## config.mk

```make
export PLATFORM = sky130hd
export DESIGN_NAME = pipelined_csel_adder
export DESIGN_NICKNAME = d
export VERILOG_FILES = /design/src/rtl/pipelined_csel_adder.sv
export SDC_FILE = /design/constraint.sdc
export NUM_CORES = 1
export LEC_CHECK = 0
export CORE_UTILIZATION = 45
export CTS_BUF_LIST = sky130_fd_sc_hd__clkbuf_2
export CTS_CLUSTER_SIZE = 16
export DETAILED_ROUTE_END_ITERATION = 12
export GPL_ROUTABILITY_DRIVEN = 1
export PLACE_DENSITY = 0.66
export SLEW_MARGIN = 20
export SYNTH_ARGS = -nofsm -noshare
export SYNTH_HDL_FRONTEND = slang
export SYNTH_SLANG_ARGS = --single-unit
```

## constraint.sdc

```tcl
create_clock -name clk -period 6.45 [get_ports clk]
set_clock_uncertainty 0.1 [all_clocks]
set_input_delay 1.6125 -clock clk [delete_from_list [all_inputs] [get_ports clk]]
set_output_delay 1.6125 -clock clk [all_outputs]
set_load 0.01 [all_outputs]
```

## src/rtl/pipelined_csel_adder.sv

```systemverilog
// pipelined_csel_adder: NSEG-stage pipelined carry-select adder/subtractor with valid/ready handshake.
// Ports: clk, rst (sync, active-high); in_valid/in_ready/in_a/in_b/in_cin/in_sub operand side;
// out_valid/out_ready/out_sum/out_cout/out_ovf result side.
// Macro PIPELINED_CSEL_ADDER_OVF_EN enables the registered signed-overflow flag; otherwise out_ovf is 0.
module pipelined_csel_adder #(
    parameter int WIDTH = 32,
    parameter int SEG_W = 8
) (
    input  logic             clk,
    input  logic             rst,
    input  logic             in_valid,
    output logic             in_ready,
    input  logic [WIDTH-1:0] in_a,
    input  logic [WIDTH-1:0] in_b,
    input  logic             in_cin,
    input  logic             in_sub,
    output logic             out_valid,
    input  logic             out_ready,
    output logic [WIDTH-1:0] out_sum,
    output logic             out_cout,
    output logic             out_ovf
);
    localparam int NSEG = WIDTH / SEG_W;
    logic [NSEG-1:0][WIDTH-1:0] a_q, b_q, s_q, s_d;
    logic [NSEG-1:0]            v_q, c_q, c_d;
    // Index 0 is the stage-0 input view; index k+1 is the register after stage k.
    logic [NSEG:0][WIDTH-1:0]   pa, pb, ps;
    logic [NSEG:0]              pv, pc;
    logic [SEG_W:0]             s0, s1, sel;
    logic                       adv;
    assign adv       = !(out_valid && !out_ready);
    assign in_ready  = adv;
    assign pa        = {a_q, in_a};
    assign pb        = {b_q, in_sub ? ~in_b : in_b};
    assign pc        = {c_q, in_sub | in_cin};
    assign ps        = {s_q, {WIDTH{1'b0}}};
    assign pv        = {v_q, in_valid};
    assign out_valid = v_q[NSEG-1];
    assign out_sum   = s_q[NSEG-1];
    assign out_cout  = c_q[NSEG-1];
    always_comb begin
        s_d = '0;
        c_d = '0;
        s0  = '0;
        s1  = '0;
        sel = '0;
        for (int k = 0; k < NSEG; k++) begin
            s0  = {1'b0, pa[k][k*SEG_W +: SEG_W]} + {1'b0, pb[k][k*SEG_W +: SEG_W]};
            s1  = s0 + (SEG_W+1)'(1);
            sel = pc[k] ? s1 : s0;
            s_d[k] = ps[k];
            s_d[k][k*SEG_W +: SEG_W] = sel[SEG_W-1:0];
            c_d[k] = sel[SEG_W];
        end
    end
    always_ff @(posedge clk) begin
        if (rst) begin
            v_q <= '0;
            a_q <= '0;
            b_q <= '0;
            s_q <= '0;
            c_q <= '0;
        end else if (adv) begin
            v_q <= pv[NSEG-1:0];
            a_q <= pa[NSEG-1:0];
            b_q <= pb[NSEG-1:0];
            s_q <= s_d;
            c_q <= c_d;
        end
    end
`ifdef PIPELINED_CSEL_ADDER_OVF_EN
    logic ovf_q, ovf_d;
    // sum^a^b at the MSB recovers the carry into it; xor with carry out gives overflow.
    assign ovf_d = s_d[NSEG-1][WIDTH-1] ^ pa[NSEG-1][WIDTH-1] ^ pb[NSEG-1][WIDTH-1] ^ c_d[NSEG-1];
    always_ff @(posedge clk) begin
        if (rst) ovf_q <= 1'b0;
        else if (adv) ovf_q <= ovf_d;
    end
    assign out_ovf = ovf_q;
`else
    assign out_ovf = 1'b0;
`endif
endmodule

```

# == After elaboration in Yosys (flattened, before gate mapping) ==
# Index checks and enable logic that the tools add are counted.
# op_classes
addsub,8
mux,5
bitwise_logic,2
n_reduce_logical,3
# op_table
cell,n
8-bit by 8-bit adder with 9-bit output,4
9-bit by 1-bit adder with 9-bit output (second input constant),4
9-bit two-way mux,4
32-bit two-way mux,1
32-bit NOT,1
1-bit logical NOT,2
1-bit logical AND,1
1-bit OR,1
# totals
register_bits,280
output_inout_bits,36
wordCells,30

# == Logic depth before layout (Yosys ltp) ==
# Gate-level depths: netlist of the first run.
# logic_depth
ltp_word,5
depth_mapped,13
depth_no_buf,11

# == Worst setup path after synthesis of the first run ==
# OpenSTA, ideal clock, no wires.
# synth_path
kind,input to register
from,input in_sub
to,"register s_q, in the netlist ps[39]"
setup_time_ns,0.079
t_arrival_ns,4.189
required_time_ns,6.271
path_slack_ns,2.082
cell_stages,11
path_buffers,2
cell_sequence,buf_2 > buf_1 > xor2_1 > ha_1 > inv_1 > fa_1 > xor2_1 > nor4b_1 > nand3_1 > or3_1 > o211ai_1
# synth_between
elab_chain_cells,4
elab_cells_between_ends,5
cone_classes,add/sub (2); mux (2); bitwise (1)
# synth_rtl
element,line,rtl
from (decl),16,"input logic in_sub,"
32-bit two-way mux,34,"assign pb = {b_q, in_sub ? ~in_b : in_b};"
8-bit by 8-bit adder with 9-bit output,48,"s0 = {1'b0, pa[k][k*SEG_W +: SEG_W]} + {1'b0, pb[k][k*SEG_W +: SEG_W]};"
9-bit by 1-bit adder with 9-bit output,49,s1 = s0 + (SEG_W+1)'(1);
9-bit two-way mux (*),50,sel = pc[k] ? s1 : s0;
to (signal assigned),61,s_q <= '0;
to (signal assigned),67,s_q <= s_d;
to (decl),24,"logic [NSEG-1:0][WIDTH-1:0] a_q, b_q, s_q, s_d;"
# Mark *: on every way between the ends. The rest lies on a longest branch, timed or not.
# A chain may end at the register's enable or synchronous reset.

# == Worst setup path after layout of the first run ==
# layout_path
from,input out_ready
to,output in_ready
# layout_between
elab_chain_cells,3
# layout_rtl
element,line,rtl
from (decl),18,"input logic out_ready,"
1-bit logical NOT,31,assign adv = !(out_valid && !out_ready);
1-bit logical AND,31,
1-bit logical NOT,31,
to (decl),12,"output logic in_ready,"
# No other way between the ends.

==> impl_metrics.yaml, run 1 <==
run_status:
  run_status: "completed"
worst_setup_path:
  critPathMaxFanout: 65
  cp_data_arrival_time_ns: 3.15
  worstPathRequired_ns: 4.74
  setup.worst_path.end_class: "primary output"
  reg2reg_from: "v_q[3]"
  ff2ff_path_depth: 6
  r2r_setup_slack_ns: 3.44
  timing_worst_setup_path_type: "primary input to primary output"
  crit-reg2reg-capture: "c_q[3]"
  critical_path.startpoint_type: "primary input"
placed_design:
  place_worst_setup_slack_ns: 1.57
  placed_cell_area_sq_um: 9760
  placed_cells: 1355
  gpl.final_weighted_congestion: 0.784
  hpwl_dp_mm: 12.3
  io_buffers: 104
global_route:
  grt_antenna_before_repair: 1
  global_route.usage.total_pct: 18.1
  top_usage_layer: "met1"
  largest_net_degree_at_the_start_of_global_routing: 107
  global_route.usage.met3_pct: 3.10
  grt_pass1_vias: 6106
  grt_remaining_overflow: 0
  gr-usage-met1_pct: 28.1
  met2_usage_pct: 25.0
  grt_first_pass_wirelength_mm: 29.8
layout:
  mostFrequentLayoutCell: "nand2_1"
  layout.core_utilization_pct: 53.0
  layout.cells.most_common_list: "nand2_1, dfxtp_1, a21oi_1, clkdlybuf4s50_1, nor2_1"
  finalInstanceArea_sq_um: 10000
  fillCellCount: 1898
  layoutNonFillerInstCount: 1388
  fraction_of_final_layout_cells_with_drive_strength_greater_than_1_pct: 5.06
  design.final.nets: 1225
  areaGrowthSynthToFinish_pct: 13.8
floorplanning:
  area_of_the_die_sq_um: 20200
  ioPinCount: 106
  die-height_microns: 142
  design.core.area_sq_um: 19000
  initial_utilization_pct: 46.6
  std_cell_rows: 50
  die_w_microns: 142
drt:
  detail_route.drc_violations: 0
  antenna_left: 0
  vias: 6974
  via_per_instance_ratio: 5.02
  drt_pre_antenna_iters: 5
  drtIter0Drc: 563
  routed_wire_length_per_instance_microns: 12.8
  detail_route.wirelength_mm: 17.8
clock_network:
  cts_made_buffers: 17
  clock_tree.buffer_depth: 2
  clockRootBuffer: "clkbuf_2"
  numClockSinks: 184
  clk_pin_slew_worst_paths_ns: 0.28
  cts_post_setup_buffers_inserted: 0
  post_cts.resized_instances: 0
  cts-hold-fix-buffers: 0
  htree_num_levels: 4
  tritoncts: "done"
  clk-insertion-delay-late_ns: 0.74
flow_run:
  max_cap_viol_count: 0
synth:
  synth_cells: 1081
  synth_area_per_cell_sq_um: 8.17
  synth_edf_count: 0
  async_reset_ff_share_pct: 0
  synth_ff_type: "dfxtp_1"
  register_area_share_after_synthesis_pct: 41.7
  synth_nets: 1192
  synth_cell_type_count: 65
  synthDominantAreaCellType: "dfxtp_1"
  yosys_warnings: 0
  post_synth_instance_area_sq_um: 8830
  number_of_flip_flops_and_latches_in_the_synthesized_netlist: 184
  fraction_of_synthesized_cell_area_taken_by_the_top_area_cell_type_pct: 41.7
  top_area_cells_in_the_synthesized_netlist: "dfxtp_1, nand2_1, a21oi_1"
power_and_ir_drop:
  intPower_mw: 1.64
  clock_power_share_pct: 28.0
  power.combinational.fraction_pct: 17.1
  power.ir.vdd_worst_mv: 0.113
  share_seq_of_total_power_pct: 54.9
  power.switching_mw: 0.670
  totalPowerFinal_mw: 2.31
  p_leak_nw: 3.86
  pwr_density_cell_nw_per_um2: 230
  sw_share_pct: 29.0
sta:
  share_of_the_clock_period_used_by_the_worst_path_pct: 75.4
  tightest_slew_ns: 1.06
  setup_viol_count_final: 0
  timing.slew.headroom_pct: 29.3
  timing.final.ws_setup_ns: 1.59
  grt_setup_unrepaired: "false"
  worst_hold_slack_ns: 0.324
  fin_crit_ns: 4.86
  fmax_mhz: 206
  report.final.slew_viol_count: 0
  finalHoldViolations: 0
  fin_tns_setup_ns: 0
min_path:
  whs_path_depth: 2
  worst_hold_startpoint: "b_q[28]"
  hold_path_class: "register to register"
  whs_endpoint: "b_q[60]"
## cells in the mapped netlist (all sizes together), types with 3 or more instances
master,number
a21o,6
clkbuf,58
nand3,12
mux2i,3
nor2,86
a21oi,136
xnor2,40
inv,11
nand4,4
a21boi,3
o2bb2ai,3
nor3,3
o211ai,6
a211oi,57
o21ai,14
o21a,12
and3,6
ha,37
nand2,270
buf,39
dfxtp,184
xor2,23
nor3b,5
nand3b,3
or2,3
nor2b,4
nor4,3
o31ai,6
fa,4
or4,3
o311ai,4
## sequential cells by signal, indices dropped and copies added, names as in the netlist
name     flops
b_q         48
out_sum     32
ps          48
a_q         48
c_q          4
v_q          4
## power by group through the flow
stage               Sequential, mW  Clock, mW  Combinational [mW]
floorplan                     1.27          0               0.289
global placement              1.29          0               0.391
detailed placement            1.29          0               0.396
CTS                           1.27      0.668               0.399
global route                  1.28      0.712               0.444
finish                        1.27      0.645               0.396
## layout make-up
class	instances	area [sq um]	share of cell area (%)
flip-flops and latches	184	3680	36.7
well taps	260	325	3.24
multi-input cells	788	4620	46.0
repair buffers	111	1090	10.8
diodes	1	2.50	0.0249
clock buffers	17	85.1	0.847
inverters	12	50.0	0.498
clock inverters	15	194	1.93
## per-layer routing
metal  wire length, microns  part of all wire [%]
met5                      0                     0
met4                    182                   1.0
met3                    691                   3.9
met2                   7220                    41
met1                   9740                    55
## worst max-delay path by stage
stage | from | to | slack (ns) | cells past startpoint
global placement | out_ready | in_ready | 1.58 | 4
detailed placement | out_ready | in_ready | 1.57 | 4
global route | out_ready | in_ready | 1.51 | 4
floorplan | in_sub | ps[39] | 2.08 | 11
CTS | out_ready | in_ready | 1.57 | 4
finish | out_ready | in_ready | 1.59 | 4
## critical path, cell delays in order
cell and delay, ns:
clkdlybuf4s50_1 0.50, nor2b_4 0.06, inv_6 0.32, clkdlybuf4s50_1 0.64
## logic make-up after synthesis
family          count (synthesis)  share of synthesized area, %
buf+inv                       109                          6.05
mux                             3                         0.340
simple gates                  416                          19.6
compound gates                264                          19.8
flops                         184                          41.7
fa+ha+maj                      41                          6.15
xor+xnor                       63                          6.25
other cells                     1                        0.0425
Power figures use the tool's default switching activity.
==> inputs of run 2 (changes only) <==
--- a/config.mk
+++ b/config.mk
@@ -10,7 +10,7 @@
 export CTS_CLUSTER_SIZE = 16
 export DETAILED_ROUTE_END_ITERATION = 12
 export GPL_ROUTABILITY_DRIVEN = 1
-export PLACE_DENSITY = 0.66
+export PLACE_DENSITY = 0.68
 export SLEW_MARGIN = 20
 export SYNTH_ARGS = -nofsm -noshare
 export SYNTH_HDL_FRONTEND = slang
==> constraint.sdc (replaced) <==
create_clock -name clk -period 4.35 [get_ports clk]
set_clock_uncertainty 0.1 [all_clocks]
set_input_delay 1.0875 -clock clk [delete_from_list [all_inputs] [get_ports clk]]
set_output_delay 1.0875 -clock clk [all_outputs]
set_load 0.01 [all_outputs]
==> run 2 against run 1 <==
  * Sequential cell count stayed put
  * Routed wire length is 2.2% higher
  * Global-route usage is 0.35 points higher
  * First-iteration DRC count is 27% lower
  * Largest cell class unchanged
  * Largest power group unchanged
==> impl_metrics.yaml, run 2 (synthesis gave the netlist of run 1 again) <==
power_and_ir_drop:
  intPower_mw: 2.37
  pwr_density_cell_nw_per_um2: 332
  p_leak_nw: 3.86
  share_seq_of_total_power_pct: 56.3
  power.ir.vdd_worst_mv: 0.166
  sw_share_pct: 28.8
  power.switching_mw: 0.961
  clock_power_share_pct: 26.0
  power.combinational.fraction_pct: 17.7
layout:
  layout.core_utilization_pct: 52.9
  areaGrowthSynthToFinish_pct: 13.7
  layout.cells.most_common_list: "nand2_1, dfxtp_1, a21oi_1, clkdlybuf4s50_1, nor2_1"
  finalInstanceArea_sq_um: 10000
  design.final.nets: 1224
  mostFrequentLayoutCell: "nand2_1"
  fraction_of_final_layout_cells_with_drive_strength_greater_than_1_pct: 4.97
drt:
  detail_route.drc_violations: 0
  drtIter0Drc: 413
  detail_route.wirelength_mm: 18.2
  vias: 7007
  antenna_left: 0
  drt_pre_antenna_iters: 4
  via_per_instance_ratio: 5.05
  routed_wire_length_per_instance_microns: 13.1
clock_network:
  htree_num_levels: 4
  cts_made_buffers: 17
  clock_tree.buffer_depth: 2
  clk-insertion-delay-late_ns: 0.74
  clk_pin_slew_worst_paths_ns: 0.26
  post_cts.resized_instances: 0
  cts-hold-fix-buffers: 0
  numClockSinks: 184
  tritoncts: "done"
  cts_post_setup_buffers_inserted: 0
  clockRootBuffer: "clkbuf_2"
floorplanning:
  initial_utilization_pct: 46.6
  std_cell_rows: 50
  die-height_microns: 142
  die_w_microns: 142
  design.core.area_sq_um: 19000
  area_of_the_die_sq_um: 20200
  ioPinCount: 106
sta:
  timing.final.ws_setup_ns: 0.894
  timing.slew.headroom_pct: 30.8
  fin_crit_ns: 3.46
  tightest_slew_ns: 1.04
  finalHoldViolations: 0
  grt_setup_unrepaired: "false"
  setup_viol_count_final: 0
  report.final.slew_viol_count: 0
  fmax_mhz: 289
  fin_tns_setup_ns: 0
  share_of_the_clock_period_used_by_the_worst_path_pct: 79.5
worst_setup_path:
  critical_path.startpoint_type: "primary input"
  worstPathRequired_ns: 3.16
  path_cells: "clkdlybuf4s50_1, nor2b_4, inv_6, clkdlybuf4s50_1"
  cp_data_arrival_time_ns: 2.27
  crit_slowest_cell: "clkdlybuf4s50_1"
  timing_worst_setup_path_type: "primary input to primary output"
  critPathMaxStageDelay_ns: 0.48
  critPathMaxFanout: 2
  worstPathBufferInverterCount: 3
  worst_path_top_cell_family_by_delay: "buffers and inverters"
  setup.worst_path.end_class: "primary output"
  cp_common_cell: "clkdlybuf4s50_1"
global_route:
  grt_first_pass_wirelength_mm: 29.9
  global_route.usage.total_pct: 18.4
  grt_remaining_overflow: 0
  largest_net_degree_at_the_start_of_global_routing: 232
  grt_pass1_vias: 6147
  grt_antenna_before_repair: 1
placed_design:
  place_worst_setup_slack_ns: 0.436
  gpl.final_weighted_congestion: 0.793
  hpwl_dp_mm: 12.2
  placed_cell_area_sq_um: 9790
  io_buffers: 104
flow_run:
  max_cap_viol_count: 0
run_status:
  run_status: "completed"
min_path:
  hold_path_class: "register to register"
==> run 2: final cells by class <==
class / count / area, sq um
Antenna cell: 1 / 2.50
Clock buffer: 20 / 100
Clock inverter: 12 / 139
Fill cell: 1857 / 8920
Inverter: 12 / 50.0
Multi-Input combinational cell: 788 / 4620
Sequential cell: 184 / 3680
Tap cell: 260 / 325
Timing Repair Buffer: 110 / 1120
==> run 2: path summary, 6_finish.rpt <==
path	from	end	slack (ns)	cells past startpoint
max	out_ready	in_ready	0.89	4
min	ps[32]	ps[64]	0.35	2
max reg2reg	a_q[8]	ps[79]	1.62	8
min reg2reg	ps[32]	ps[64]	0.35	2
==> run 2: layer usage <==
| layer | vias up | part of all wire, % | track usage (%) |
|---|---|---|---|
| li1 | 3726 | - | - |
| met1 | 3145 | 53 | 27.5 |
| met2 | 126 | 42 | 26.6 |
| met3 | 10 | 3.7 | 3.47 |
| met4 | 0 | 0.92 | 5.43 |
| met5 | - | 0 | 0 |
==> run 2: per-stage QoR <==
| step | std cells | hold WS (ns) | total power, mW |
|---|---|---|---|
| after floorplan | 1081 | 0.332 | 2.32 |
| after global placement | 1354 | 0.339 | 2.49 |
| after detailed placement | 1354 | 0.344 | 2.50 |
| after CTS | 1386 | 0.342 | 3.37 |
| after global routing | 1387 | 0.334 | 3.53 |
| final | 1387 | 0.350 | 3.34 |
==> run 2: power by group through the flow <==
stage          clock, mW  combinational (mW)  sequential, mW
3_3_place_gp           0               0.579            1.91
6_report           0.866               0.591            1.88
3_5_place_dp           0               0.591            1.91
5_1_grt            0.974               0.659            1.90
4_1_cts            0.896               0.594            1.88
2_1_floorplan          0               0.429            1.89
==> run 2: worst reg2reg max path, stage by stage, from the launching register on <==
cell      delay [ns]
dfxtp_1         0.40
ha_1            0.24
fa_1            0.44
a211oi_1        0.26
nor2_1          0.15
o31ai_4         0.24
o211ai_2        0.16
or4_1           0.51
and3_1          0.17
==> edit (flow settings as in run 1) <==
The option `PIPELINED_CSEL_ADDER_OVF_EN` is turned on by a define.
--- a/src/rtl/pipelined_csel_adder.sv
+++ b/src/rtl/pipelined_csel_adder.sv
@@ -4,2 +4,4 @@
 // Macro PIPELINED_CSEL_ADDER_OVF_EN enables the registered signed-overflow flag; otherwise out_ovf is 0.
+`define PIPELINED_CSEL_ADDER_OVF_EN
+
 module pipelined_csel_adder #(
Behaviour: not the same (Yosys sat finds a counterexample within 10 cycles, from zero or initial values and one cycle with rst high).
==> edit against run 1 <==
- die area is 1.8% lower
- setup slack better by 0.073 ns
- register-to-register slack better by 0.12 ns
- sequential share of layout area is 1.1 points higher
- sequential cell count is 1 higher
- cell area is 2.3% lower
- first-iteration DRC count is 34% lower
- clock power is 14% lower
- combinational power is 5% lower
- synthesized area is 1.9% lower
- total power is 4.4% lower
- worst hold slack better by 0.021 ns
- routed wire length is 4.8% lower
- critical path type unchanged
- largest cell class unchanged
- largest power group unchanged
- highest routed layer unchanged
==> edit: results (changes against run 1) <==
INFO  grt            grt_first_pass_wirelength=28800um [-3.2%]
INFO  min_path       worst_hold_startpoint=ps[39]
INFO  grt            grt_antenna_before_repair=2 [+1]
INFO  placed_design  placed_cell_area=0.00959mm^2 [-1.8%]
INFO  placed_design  place_ws=1.64ns [+0.0707 ns]
INFO  layout         number_of_nets_in_the_layout=1205 [-1.6%]
INFO  routing        first_pass_iters=4 [-1]
INFO  logic_synthesis sequential_element_share_of_the_synthesized_area=0.427 [+0.0102]
INFO  clock_network  clk-insertion-delay-late=0.74ns [about the same]
INFO  clock_network  cts_htree_levels=4 [unchanged]
INFO  power          max-vdd-ir-drop=0.108mV [-4.1%]
INFO  clock_network  cts_root_buf=clkbuf_2
INFO  routing        initialDrtViolationCount=373 [-34%]
INFO  logic_synthesis yosys.cell_types.count=52 [-20%]
INFO  critical_path  critPathTopFamily=buffers and inverters
INFO  power          leakage=3.82nW [-1.1%]
INFO  power          switchingPower=0.614mW [-8.3%]
INFO  power          pwr.group.clock=0.556mW [-14%]
INFO  routing        finalWirelength=17000um [-4.8%]
INFO  sta            post_route_hold_slack=0.344ns [+0.0207 ns]
INFO  min_path       hold-path-cell-count=2 [unchanged]
INFO  placed_design  placement.io_buffers=105 [+0.96%]
INFO  critical_path  crit-reg2reg-launch=b_q[88]
INFO  critical_path  regToRegSetupSlack=3.56ns [+0.12 ns]
INFO  critical_path  reg2reg_end=out_ovf
INFO  grt            via_count_of_the_first_global_routing_pass=6059 [-0.77%]
INFO  logic_synthesis synth_area_leaders=dfxtp_1 (43%), nand2_1 (12%), a21oi_1 (8.0%)
INFO  critical_path  r2r.worst_path.cells=9 [+3]
INFO  placed_design  dp.final_hpwl=11200um [-8.4%]
INFO  critical_path  timing.critical_path.arrival=3.08ns [-0.07 ns]
INFO  min_path       hold_path.class=reg -> reg
INFO  critical_path  critical_path.max_fanout=53 [-18%]
INFO  placed_design  placed_cells=1310 [-3.3%]
INFO  run_status     outcome=completed
INFO  logic_synthesis yosysWarningCount=0 [unchanged]
INFO  logic_synthesis yosys-top-cells-count=nand2_1 (272), dfxtp_1 (185), a21oi_1 (139), nor2_1 (71), clkbuf_1 (58)
INFO  sta            slew_headroom=0.274 [-0.0194]
INFO  power          power_density=225mW/mm^2 [-2.2%]
INFO  min_path       worstHoldEndpoint=ps[71]
INFO  grt            grt_util_all_layers=0.179 [-0.00220]
INFO  layout         fill_cells=1879 [-1.0%]
INFO  grt            grt_max_degree=106 [-0.93%]
INFO  routing        routed_via_density=5.00 [-0.53%]
INFO  placed_design  globalplace.congestion=0.787 [+0.33%]
INFO  critical_path  cp_slowest_cell=clkdlybuf4s50_1
INFO  logic_synthesis post_synthesis_area_per_instance=8.17um^2 [about the same]
INFO  routing        wl_per_cell=12.6um [-1.6%]
INFO  clock_network  clk_pin_slew=0.25ns [-0.03 ns]
INFO  critical_path  timing.critical_path.slowest_cell_delay=0.63ns
INFO  clock_network  cts_post_setup_buffers_inserted=0 [unchanged]
INFO  layout         ratio_of_cells_with_drive_above_1_in_the_final_layout=0.0443 [-0.00631]
INFO  clock_network  numCtsBuffers=17 [unchanged]
==> edit: cell count changes in the layout (fill, tap and decap cells not counted), sizes merged, moves of 5 or more <==
cell	delta
a211oi	-6
a21o	+8
nand3	-8
nand4	+5
nor2	-15
nor3	+16
o211ai	-6
o21a	-6
o31ai	-6
xnor2	+17
xor2	-5
==> edit: routing by layer <==
layer | vias up | GRT usage | wire length, um
li1 | 3629 | - | -
met1 | 2980 | 0.254 | 8920
met2 | 88 | 0.272 | 7410
met3 | 15 | 0.0411 | 473
met4 | 0 | 0.0463 | 163
met5 | - | 0 | 0
==> edit: layout make-up <==
class / instances / area (um^2) / share of cell area
clock buffers: 18 / 90.1 / 0.00918
multi-input cells: 765 / 4440 / 0.452
diodes: 2 / 5.00 / 0.000510
well taps: 234 / 293 / 0.0298
clock inverters: 13 / 130 / 0.0133
flip-flops and latches: 185 / 3700 / 0.377
inverters: 14 / 57.6 / 0.00586
repair buffers: 112 / 1100 / 0.112
==> edit: kinds of logic (layout without fill, tap and decap cells) <==
logic type | after synthesis | in the layout | share of synthesized area
AO/OA/AOI/OAI | 243 | 243 | 0.173
XOR/XNOR | 76 | 76 | 0.0806
adder cells (fa/ha/maj) | 40 | 40 | 0.0612
buffers and inverters | 110 | 157 | 0.0615
flip-flops | 185 | 185 | 0.427
multiplexers | 3 | 3 | 0.00347
other | 0 | 2 | 0
AND/OR/NAND/NOR | 403 | 403 | 0.192
==> edit: worst max-delay path by stage <==
stage	start	endpoint	slack, ns
after floorplan	in_sub	c_q[0]	1.75
after global placement	out_ready	in_ready	1.63
after detailed placement	out_ready	in_ready	1.64
after CTS	out_ready	in_ready	1.64
after global routing	out_ready	in_ready	1.57
final	out_ready	in_ready	1.66
